[src/rtl/alu_flag_branch_unit.sv]
// NZCV flag register fed by the ALU, with same-cycle forwarding into the
// ID-stage branch evaluator and a registered branch decision for fetch.
module alu_flag_branch_unit #(
    parameter logic [3:0] RESET_FLAGS = 4'b0000
) (
    input  logic       clk,
    input  logic       reset_n,
    input  logic       stall,
    input  logic       flush,
    input  logic       ex_valid,
    input  logic       ex_set_flags,
    input  logic [2:0] ex_alu_op,
    input  logic       alu_negative,
    input  logic       alu_zero,
    input  logic       alu_overflow,
    input  logic       alu_carry_out,
    input  logic       id_br_valid,
    input  logic [1:0] id_br_kind,
    input  logic [3:0] id_cond,
    input  logic       id_reg_zero,
    output logic [3:0] flags_q,
    output logic       br_taken_q,
    output logic       br_valid_q
);

    localparam int unsigned FLAG_W = 4;

    localparam logic [2:0] OP_ADD = 3'b010;
    localparam logic [2:0] OP_SUB = 3'b011;
    localparam logic [2:0] OP_AND = 3'b100;
    localparam logic [2:0] OP_OR  = 3'b101;
    localparam logic [2:0] OP_XOR = 3'b110;

    localparam logic [1:0] KIND_BCOND = 2'b00;
    localparam logic [1:0] KIND_CBZ   = 2'b01;
    localparam logic [1:0] KIND_CBNZ  = 2'b10;

    logic [FLAG_W-1:0] new_flags;
    logic              src_legal;
    logic              fwd;
    logic [FLAG_W-1:0] eff_flags;
    logic              flag_n, flag_z, flag_c, flag_v;
    logic              cond_true;
    logic              br_taken_d;

    // Captured flag value per ALU op; logic ops clear C and V.
    always_comb begin
        new_flags = flags_q;
        src_legal = 1'b0;
        case (ex_alu_op)
            OP_ADD, OP_SUB: begin
                new_flags = {alu_negative, alu_zero, alu_carry_out, alu_overflow};
                src_legal = 1'b1;
            end
            OP_AND, OP_OR, OP_XOR: begin
                new_flags = {alu_negative, alu_zero, 2'b00};
                src_legal = 1'b1;
            end
            default: begin
                new_flags = flags_q;
                src_legal = 1'b0;
            end
        endcase
    end

    // Forwarding ignores stall so a held branch still sees the EX result.
    assign fwd       = ex_valid & ex_set_flags & ~flush & src_legal;
    assign eff_flags = fwd ? new_flags : flags_q;
    assign {flag_n, flag_z, flag_c, flag_v} = eff_flags;

    always_comb begin
        cond_true = 1'b0;
        case (id_cond)
            4'b0000: cond_true = flag_z;
            4'b0001: cond_true = ~flag_z;
            4'b0010: cond_true = flag_c;
            4'b0011: cond_true = ~flag_c;
            4'b0100: cond_true = flag_n;
            4'b0101: cond_true = ~flag_n;
            4'b0110: cond_true = flag_v;
            4'b0111: cond_true = ~flag_v;
            4'b1000: cond_true = flag_c & ~flag_z;
            4'b1001: cond_true = ~flag_c | flag_z;
            4'b1010: cond_true = (flag_n == flag_v);
            4'b1011: cond_true = (flag_n != flag_v);
            4'b1100: cond_true = ~flag_z & (flag_n == flag_v);
            4'b1101: cond_true = flag_z | (flag_n != flag_v);
            default: cond_true = 1'b1;
        endcase
    end

    always_comb begin
        br_taken_d = 1'b0;
        case (id_br_kind)
            KIND_BCOND: br_taken_d = id_br_valid & cond_true;
            KIND_CBZ:   br_taken_d = id_br_valid & id_reg_zero;
            KIND_CBNZ:  br_taken_d = id_br_valid & ~id_reg_zero;
            default:    br_taken_d = 1'b0;
        endcase
    end

    always_ff @(posedge clk) begin
        if (!reset_n) begin
            flags_q    <= RESET_FLAGS;
            br_taken_q <= 1'b0;
            br_valid_q <= 1'b0;
        end else begin
            if (fwd && !stall) begin
                flags_q <= new_flags;
            end
            if (flush) begin
                br_valid_q <= 1'b0;
                br_taken_q <= 1'b0;
            end else if (!stall) begin
                br_valid_q <= id_br_valid;
                br_taken_q <= br_taken_d;
            end
        end
    end

endmodule

[config.mk]
export PLATFORM = sky130hd
export DESIGN_NAME = alu_flag_branch_unit
export DESIGN_NICKNAME = d
export VERILOG_FILES = /design/src/rtl/alu_flag_branch_unit.sv
export SDC_FILE = /design/constraint.sdc
export NUM_CORES = 1
export LEC_CHECK = 0
export BUFFER_PORTS_ARGS = -buffer_cell sky130_fd_sc_hd__clkbuf_2
export CAP_MARGIN = 20
export CELL_PAD_IN_SITES_DETAIL_PLACEMENT = 1
export CELL_PAD_IN_SITES_GLOBAL_PLACEMENT = 1
export CORE_ASPECT_RATIO = 0.75
export CORE_UTILIZATION = 36
export CTS_BUF_LIST = sky130_fd_sc_hd__clkbuf_16
export CTS_CLUSTER_SIZE = 30
export DETAILED_ROUTE_END_ITERATION = 10
export HOLD_SLACK_MARGIN = 0.03
export PLACE_DENSITY_LB_ADDON = 0.15
export SYNTH_ARGS = -nofsm -noshare
export SYNTH_HDL_FRONTEND = slang
export SYNTH_SLANG_ARGS = --single-unit
[constraint.sdc]
create_clock -name clk -period 3.3 [get_ports clk]
set_input_delay 0.165 -clock clk [delete_from_list [all_inputs] [get_ports clk]]
set_output_delay 0.165 -clock clk [all_outputs]
set_load 0.01 [all_outputs]
==> flow_summary.ini, run 1 <==
[outcome]
status = completed

[synth]
syn_area_um2 = 696
synthFlopType = dfxtp_1
synthArstFlopShare = 0
synth_seq_cells = 6
syn_inst = 85
synth-seq-area-share = 0.173
synth_edf_count = 0
synth.distinct_cells = 40
yosys_warnings = 0
synth_nets = 109
postSynthAreaPerCell_um2 = 8.18

[floorplanning]
fp.coreArea_um2 = 1770
rows = 13
die-area_um2 = 2110
die_h_um = 40.1
io_pins = 27
fp.dieW_um = 52.8
initial_core_util = 0.392

[route]
drt_pass1_iterations = 4
via_count = 763
wl_per_cell_um = 15.5
wirelength_um = 2070
vias_per_cell = 5.69
drc_errors = 0
drt_iter0_drc = 26
ant_nets = 0

[worst_setup_path]
cp.arrival_ns = 1.72
cp.required_ns = 3.46
critPathMaxFanout = 4
rr_startpoint = flags_q[1]
cp-end-kind = flop
reg2reg_to = br_taken_q
r2r_cells = 6
ff2ff_setup_slack_ns = 1.74
critPathKind = flop to flop
start_kind = flop

[sta]
hold_viol = 0
tns_ns = 0
final.setup_skew_ns = 0.00425
post-route-period-util = 0.473
timing.hold.ws_ns = 0.140
rsz0062_at_grt = false
fin_ws_ns = 1.74
period_needed_ns = 1.56
fmax_mhz = 640
slew_headroom = 0.737
worstMarginPinSlew_ns = 0.393
setup-violations-final = 0
finalMaxSlewViolations = 0

[grt]
grt_pass1_wl_um = 3260
antenna_found_initial = 0
grt_pass1_vias = 715
grt_remaining_overflow = 0
grt_usage = 0.223
grt_max_degree = 11

[clock_tree]
htreeDepth = 1
post-cts-setup-buffers = 0
holdBufCountCts = 0
cts_resized = 0
ctsRootBufferMaster = clkbuf_16
clock-sinks = 6
cts_buffer_depth = 2
clk_pin_slew_ns = 0.04
tritoncts = built
clkLatencyLatePin_ns = 0.23
cts-buffers-inserted = 3

[placement]
place_ws_ns = 1.55
io_buffer_count = 26
placed_area_um2 = 835
hpwlAfterDp_um = 1690
gp_congestion = 0.817
placedCellCount = 131

[power_and_ir_drop]
ir_worst_vdd_uv = 376
power_density_nw_per_um2 = 375
p_leak_nw = 0.421

[final_layout]
stdcell_area_um2 = 910
fin_cells = 134
drive_above_1_share = 0.357
area_delta_synth_final_pct = 30.8
regArea_um2 = 120
antennaDiodeCount = 0
layout_commonest_cell = clkbuf_2
final.fill_count = 233
finalNetCount = 138
most-common-layout-cells = 26 x clkbuf_2, 9 x nand2_1, 7 x nor2_1, 6 x nor2b_1, 6 x dfxtp_1
multi_input_area_um2 = 542

[min_path]
hold_path_class = primary input to flop
hold_end = br_valid_q
hold_start = flush
min_delay_path_depth = 2

[flow_run]
max_cap_viol_count = 0
kinds of logic after synthesis:
kind of cell | count (synthesis) | synth area share
buffers and inverters | 6 | 0.0486
DFF | 6 | 0.173
and+or+nand+nor | 40 | 0.365
xor gates and xnor gates | 2 | 0.0252
muxes | 7 | 0.110
adders and majority gates | 3 | 0.0540
AOI/OAI and AO/OA | 21 | 0.225
synth_stat cells, drive strengths merged (2+ instances only):
| cell type | instances | area, um2 |
|---|---|---|
| a21oi | 3 | 15.0 |
| a31oi | 3 | 25.0 |
| and3b | 2 | 18.8 |
| buf | 2 | 18.8 |
| dfxtp | 6 | 120 |
| ha | 3 | 37.5 |
| inv | 4 | 15.0 |
| mux2 | 2 | 26.3 |
| mux2i | 5 | 50.1 |
| nand2 | 9 | 33.8 |
| nand3 | 4 | 25.0 |
| nand3b | 3 | 38.8 |
| nor2 | 7 | 26.3 |
| nor2b | 6 | 37.5 |
| nor3 | 3 | 26.3 |
| nor3b | 2 | 15.0 |
| o211ai | 4 | 30.0 |
| o21ai | 3 | 15.0 |
| xnor2 | 2 | 17.5 |
worst max-delay path by stage:
| stage | start | endpoint | slack, ns | depth (start not counted) |
|---|---|---|---|---|
| floorplan | ex_alu_op[2] | br_taken_q | 1.80 | 7 |
| global placement | flush | br_taken_q | 1.62 | 7 |
| detailed placement | flush | br_taken_q | 1.55 | 7 |
| CTS | flags_q[1] | br_taken_q | 1.74 | 6 |
| global route | flags_q[1] | br_taken_q | 1.68 | 6 |
| finish | flags_q[1] | br_taken_q | 1.74 | 6 |
cell type report:
type	instances	area share
clock buffers	3	0.0825
well taps	22	0.0303
multi-input cells	73	0.596
flip-flops and latches	6	0.132
repair buffers	26	0.143
inverters	4	0.0165
per-layer routing:
| metal | vias up | track usage | wire [um] |
|---|---|---|---|
| li1 | 369 | - | - |
| met1 | 370 | 0.271 | 938 |
| met2 | 24 | 0.392 | 1020 |
| met3 | 0 | 0.0720 | 109 |
| met4 | 0 | 0.0395 | 0 |
| met5 | - | 0 | 0 |
per-stage QoR:
| stage | power, W | utilization |
|---|---|---|
| after floorplan | 0.000116 | - |
| after global placement | 0.000140 | 0.471 |
| after detailed placement | 0.000142 | 0.471 |
| after CTS | 0.000344 | 0.513 |
| after global routing | 0.000356 | 0.513 |
| final | 0.000341 | 0.513 |
power breakdown:
part	switching (W)	internal [W]	total [W]
sequential	0.00000108	0.0000742	0.0000752
clock	0.0000442	0.000156	0.000200
combinational	0.0000362	0.0000296	0.0000658
critical path: stages (launching register included):
cell	delay, ns
dfxtp_1	0.33
nor3b_1	0.14
a21oi_1	0.22
nand2_1	0.08
o211ai_1	0.24
mux2_4	0.33
a31oi_1	0.16
state kept, by name, indices dropped and copies added (netlist names):
signal      cells
flags_q         4
br_taken_q      1
br_valid_q      1
No activity file was read; power rests on OpenSTA's default activity.
==> run 2: changes to the inputs <==
--- a/config.mk
+++ b/config.mk
@@ -5,12 +5,13 @@
 export SDC_FILE = /design/constraint.sdc
 export NUM_CORES = 1
 export LEC_CHECK = 0
+export ABC_AREA = 1
 export BUFFER_PORTS_ARGS = -buffer_cell sky130_fd_sc_hd__clkbuf_2
 export CAP_MARGIN = 20
 export CELL_PAD_IN_SITES_DETAIL_PLACEMENT = 1
 export CELL_PAD_IN_SITES_GLOBAL_PLACEMENT = 1
 export CORE_ASPECT_RATIO = 0.75
-export CORE_UTILIZATION = 36
+export CORE_UTILIZATION = 28
 export CTS_BUF_LIST = sky130_fd_sc_hd__clkbuf_16
 export CTS_CLUSTER_SIZE = 30
 export DETAILED_ROUTE_END_ITERATION = 10
==> constraint.sdc (replaced) <==
create_clock -name clk -period 1.4 [get_ports clk]
set_input_delay 0.07 -clock clk [delete_from_list [all_inputs] [get_ports clk]]
set_output_delay 0.07 -clock clk [all_outputs]
set_load 0.01 [all_outputs]
==> run 2 against run 1 <==
  * Via count up 19%
  * Worst hold slack worse by 0.035 ns
  * Highest routed layer is now met4
  * Largest power group unchanged
  * Setup slack lost 1.7 ns
  * Flip-flop and latch count stayed put
  * Clock power increased by 140%
  * Largest cell class unchanged
  * Critical path type unchanged
==> flow_summary.ini, run 2 <==
[power_and_ir_drop]
power.total_w = 0.000860
power_density_nw_per_um2 = 825
p_leak_nw = 0.531
ir_worst_vdd_uv = 321

[route]
highest_layer = met4
vias_per_cell = 4.76
wl_met2_um = 1050
wl_per_cell_um = 12.0
wirelength_um = 2270
ant_nets = 0
wl_met1_um = 1110
drt_iter0_drc = 26
drc_errors = 0
drt_pass1_iterations = 4
via_count = 905
wl_met3_um = 89

[grt]
grt_remaining_overflow = 0
grt_pass1_wl_um = 3580
grt_usage = 0.183
antenna_found_initial = 0
grt_max_degree = 7
grt_pass1_vias = 827

[sta]
slew_headroom = 0.801
finalMaxSlewViolations = 0
hold_viol = 0
post-route-period-util = 0.971
setup-violations-final = 0
fmax_mhz = 735
tns_ns = 0
period_needed_ns = 1.36
rsz0062_at_grt = true
final.setup_skew_ns = 0.00101
worstMarginPinSlew_ns = 0.296

[final_layout]
area_delta_synth_final_pct = 48.5
largest_reg_flops = 4
layout_commonest_cell = nand2_1
finalNetCount = 182
reg.largest.list = flags_q (4), br_taken_q (1), br_valid_q (1)
regMostFlops = flags_q
drive_above_1_share = 0.404
final_core_util = 0.448
antennaDiodeCount = 0
most-common-layout-cells = 31 x nand2_1, 26 x clkbuf_2, 14 x nand3_1, 13 x inv_1, 9 x nand2_2
final.fill_count = 329

[synth]
synthArstFlopShare = 0
synth_top_area_share = 0.203
syn_area_um2 = 702
synthFlopType = dfxtp_1
synth.area.top_cells = nand2_1 20%, dfxtp_1 17%, nand3_1 11%
syn_inst = 123
synth-seq-area-share = 0.171
postSynthAreaPerCell_um2 = 5.71
yosys-top-cells-count = 38 x nand2_1, 16 x nand3_1, 14 x inv_1
synth_area_leader_cell = nand2_1
yosys_warnings = 0
synth_seq_cells = 6
synth_edf_count = 0
synth.most_common_cell = nand2_1
synth_nets = 147
synth.distinct_cells = 19

[min_path]
hold_path_class = primary input to flop

[clock_tree]
htreeDepth = 1
clock-sinks = 6
ctsRootBufferMaster = clkbuf_16
cts-buffers-inserted = 3
holdBufCountCts = 0
clk_pin_slew_ns = 0.04
clkLatencyLatePin_ns = 0.24
cts_buffer_depth = 2
tritoncts = built

[floorplanning]
io_pins = 27
die_h_um = 45.4
rows = 15
fp.dieW_um = 59.8
fp.coreArea_um2 = 2330
initial_core_util = 0.302
die-area_um2 = 2710

[outcome]
status = completed

[worst_setup_path]
cp.arrival_ns = 1.49
cp.required_ns = 1.53
critPathMaxFanout = 4
cp-end-kind = flop
start_kind = flop
critPathKind = flop to flop

[placement]
gp_congestion = 0.805
io_buffer_count = 26
hpwlAfterDp_um = 1810

[flow_run]
max_cap_viol_count = 0
## run 2: cells by family after synthesis
logic type	after synthesis	synth area share
AO/OA/AOI/OAI	12	0.112
AND/OR/NAND/NOR	84	0.567
flip-flops	6	0.171
buffers and inverters	18	0.0962
adder cells (fa/ha/maj)	3	0.0535
## run 2: area by class of cell
cell class	instances	area, um2	share of cell area
Clock buffer	3	75.1	0.0720
Inverter	18	67.6	0.0648
Multi-Input combinational cell	99	574	0.551
Sequential cell	6	123	0.118
Tap cell	34	42.5	0.0408
Timing Repair Buffer	30	160	0.154
## run 2: per-layer routing
| layer | GRT usage | up-vias |
|---|---|---|
| li1 | - | 469 |
| met1 | 0.250 | 415 |
| met2 | 0.278 | 18 |
| met3 | 0.0602 | 3 |
| met4 | 0.0419 | 0 |
| met5 | 0 | - |
## run 2: critical path, stage by stage, from the launching register on
cell and delay (ns):
dfxtp_2 0.33, inv_2 0.04, nand2_2 0.07, nand3_4 0.08, nand2_4 0.09, nand2_4 0.06
nand2_4 0.08, nand2_2 0.05, nand2_2 0.05, nand2_2 0.07, nor2_2 0.11, nand3_1 0.08
nand2_1 0.08, a21oi_2 0.05
## run 2: through the flow
stage,hold WS (ns),instances,setup WS (ns),area (um2)
3_3_place_gp,0.340,186,-0.0478,897
5_1_grt,0.121,190,-0.0963,1040
3_5_place_dp,0.349,186,-0.0640,897
2_1_floorplan,0.193,123,0.0662,702
4_1_cts,0.109,189,0.00599,986
6_report,0.105,190,0.0402,1040
## run 2: repair_timing
| item | CTS | global route |
|---|---|---|
| hold endpoints to repair | 0 | 0 |
| cloned | 0 | 0 |
| buffers inserted | 0 | 1 |
| pin swaps | 2 | 9 |
| setup endpoints to repair | 1 | 1 |
| gates resized for setup | 4 | 15 |
## run 2: where the power goes
group	leakage (nW)	total (W)	internal (W)	switching, W
combinational	0.444	0.000196	0.0000758	0.000121
clock	0.0370	0.000484	0.000368	0.000115
sequential	0.0496	0.000180	0.000177	0.00000324
## run 2: worst paths after layout
kind / start / end / slack, ns / cells after the start
setup / recovery: flags_q[0] / br_taken_q / 0.04 / 13
hold / removal: reset_n / flags_q[1] / 0.10 / 3
setup reg to reg: flags_q[0] / br_taken_q / 0.04 / 13
hold reg to reg: br_valid_q / br_valid_q / 0.46 / 2
==> run 3: changes to the inputs <==
--- a/config.mk
+++ b/config.mk
@@ -5,13 +5,13 @@
 export SDC_FILE = /design/constraint.sdc
 export NUM_CORES = 1
 export LEC_CHECK = 0
-export ABC_AREA = 1
+export ABC_AREA = 0
 export BUFFER_PORTS_ARGS = -buffer_cell sky130_fd_sc_hd__clkbuf_2
 export CAP_MARGIN = 20
 export CELL_PAD_IN_SITES_DETAIL_PLACEMENT = 1
 export CELL_PAD_IN_SITES_GLOBAL_PLACEMENT = 1
 export CORE_ASPECT_RATIO = 0.75
-export CORE_UTILIZATION = 28
+export CORE_UTILIZATION = 30
 export CTS_BUF_LIST = sky130_fd_sc_hd__clkbuf_16
 export CTS_CLUSTER_SIZE = 30
 export DETAILED_ROUTE_END_ITERATION = 10
==> run 3 against run 2 <==
  * The flow now finishes with violations (DRC, setup timing)
  * Die area decreased by 7.2%
  * Sequential share of layout area grew 0.29 points
  * Worst hold slack worse by 0.062 ns
  * Combinational power fell by 9.7%
  * Clock skew grew 0.0035 ns
  * Flip-flop and latch count stayed put
  * Design area fell by 1.4%
  * First-iteration DRC count fell by 38%
  * Register-to-register slack lost 0.10 ns
  * Fmax decreased by 6.8%
==> flow_summary.ini, run 3 (synthesis gave the netlist of run 1 again) <==
[clock_tree]
holdBufCountCts = 0
cts-buffers-inserted = 3
ctsRootBufferMaster = clkbuf_16
clock-sinks = 6
tritoncts = built
cts_buffer_depth = 2
htreeDepth = 1
post-cts-setup-buffers = 0
clk_pin_slew_ns = 0.04
clkLatencyLatePin_ns = 0.23

[grt]
antenna_found_initial = 0
grt_max_degree = 9
grt_usage = 0.205
grt_pass1_wl_um = 3810
grt_pass1_vias = 811
grt_remaining_overflow = 0

[final_layout]
layout_commonest_cell = clkbuf_2
regArea_um2 = 124
area_delta_synth_final_pct = 47.7
largest_reg_flops = 4
finalNetCount = 149
stdcell_area_um2 = 1030
final.fill_count = 274
reg.largest.list = flags_q (4), br_taken_q (1), br_valid_q (1)
multi_input_area_um2 = 571
most-common-layout-cells = 26 x clkbuf_2, 11 x buf_4, 9 x nand2_1, 7 x nor2_1
final_core_util = 0.489
drive_above_1_share = 0.480
regMostFlops = flags_q
antennaDiodeCount = 0

[power_and_ir_drop]
power.total_w = 0.000818
ir_worst_vdd_uv = 650
switchingPower_w = 0.000193
p_clk_frac = 0.568
swShare = 0.236
power_density_nw_per_um2 = 797
power_frac_comb = 0.216
internal_power_w = 0.000625
p_leak_nw = 0.484
seq_power_share = 0.216

[floorplanning]
die-area_um2 = 2520
fp.coreArea_um2 = 2100
initial_core_util = 0.331
fp.dieW_um = 57.6
rows = 14
io_pins = 27
die_h_um = 43.7

[route]
ant_nets = 0
drc_errors = 3
drt_pass1_iterations = 7
via_count = 799
wl_per_cell_um = 15.4
drt_iter0_drc = 16
wirelength_um = 2270
vias_per_cell = 5.44

[sta]
finalMaxSlewViolations = 0
slew_headroom = 0.788
fin_ws_ns = -0.0594
setup-violations-final = 1
final.setup_skew_ns = 0.00447
fmax_mhz = 685
tns_ns = -0.0594
rsz0062_at_grt = true
worstMarginPinSlew_ns = 0.318
hold_viol = 0
post-route-period-util = 1.04
timing.hold.ws_ns = 0.0431
period_needed_ns = 1.46

[placement]
io_buffer_count = 26
hpwlAfterDp_um = 1940
placed_area_um2 = 938
gp_congestion = 0.838

[worst_setup_path]
crit_chain = xnor2_2 > a31oi_1 > a211o_1 > a31o_2 > nor3_2 > a31oi_1
cp_slowest_cell = dfxtp_2
start_kind = flop
critPathMaxFanout = 2
path_buf_inv = 0
cp.arrival_ns = 1.57
cp.required_ns = 1.51
cp-end-kind = flop
crit_top_cell = a31oi_1
slowest_delay_ns = 0.32
cpLargestDelayFamily = compound AO/OA/AOI/OAI gates
critPathKind = flop to flop

[outcome]
status = finished, violations left
violations = DRC, setup timing

[min_path]
hold_path_class = primary input to flop

[flow_run]
max_cap_viol_count = 0
-- run 3: worst paths after layout --
path | depth (start not counted) | slack, ns | startpoint | endpoint
setup / recovery | 6 | -0.06 | flags_q[3] | br_taken_q
hold / removal | 2 | 0.04 | flush | br_valid_q
setup reg to reg | 6 | -0.06 | flags_q[3] | br_taken_q
hold reg to reg | 2 | 0.59 | br_valid_q | br_valid_q
-- run 3: metal layers --
layer / GRT usage / wire, um / vias up
met4: 0.0537 / 24 / 0
met2: 0.356 / 1110 / 21
met1: 0.252 / 1060 / 382
li1: - / - / 392
met5: 0 / 0 / -
met3: 0.0567 / 71 / 4
-- run 3: area by class of cell --
cell class / instances / area share
Timing Repair Buffer: 37 / 0.207
Multi-Input combinational cell: 73 / 0.555
Clock buffer: 3 / 0.0731
Tap cell: 24 / 0.0292
Inverter: 4 / 0.0146
Sequential cell: 6 / 0.121
-- run 3: through the flow --
stage | setup slack, ns | instances
CTS | -0.0545 | 147
detailed placement | -0.222 | 144
floorplan | 0.0193 | 85
global placement | -0.128 | 144
finish | -0.0594 | 147
global route | -0.126 | 147
-- run 3: power groups by stage --
stage / clock network (W) / logic, W / registers, W
6_report: 0.000465 / 0.000177 / 0.000177
5_1_grt: 0.000481 / 0.000194 / 0.000177
4_1_cts: 0.000470 / 0.000177 / 0.000177
3_5_place_dp: 0 / 0.000173 / 0.000179
3_3_place_gp: 0 / 0.000168 / 0.000179
2_1_floorplan: 0 / 0.0000942 / 0.000181
-- run 3: timing repair --
item                       4_1_cts  5_1_grt
gates cloned                     0        0
pin swaps                        4        0
resized for setup                3        0
setup endpoints to repair        1        1
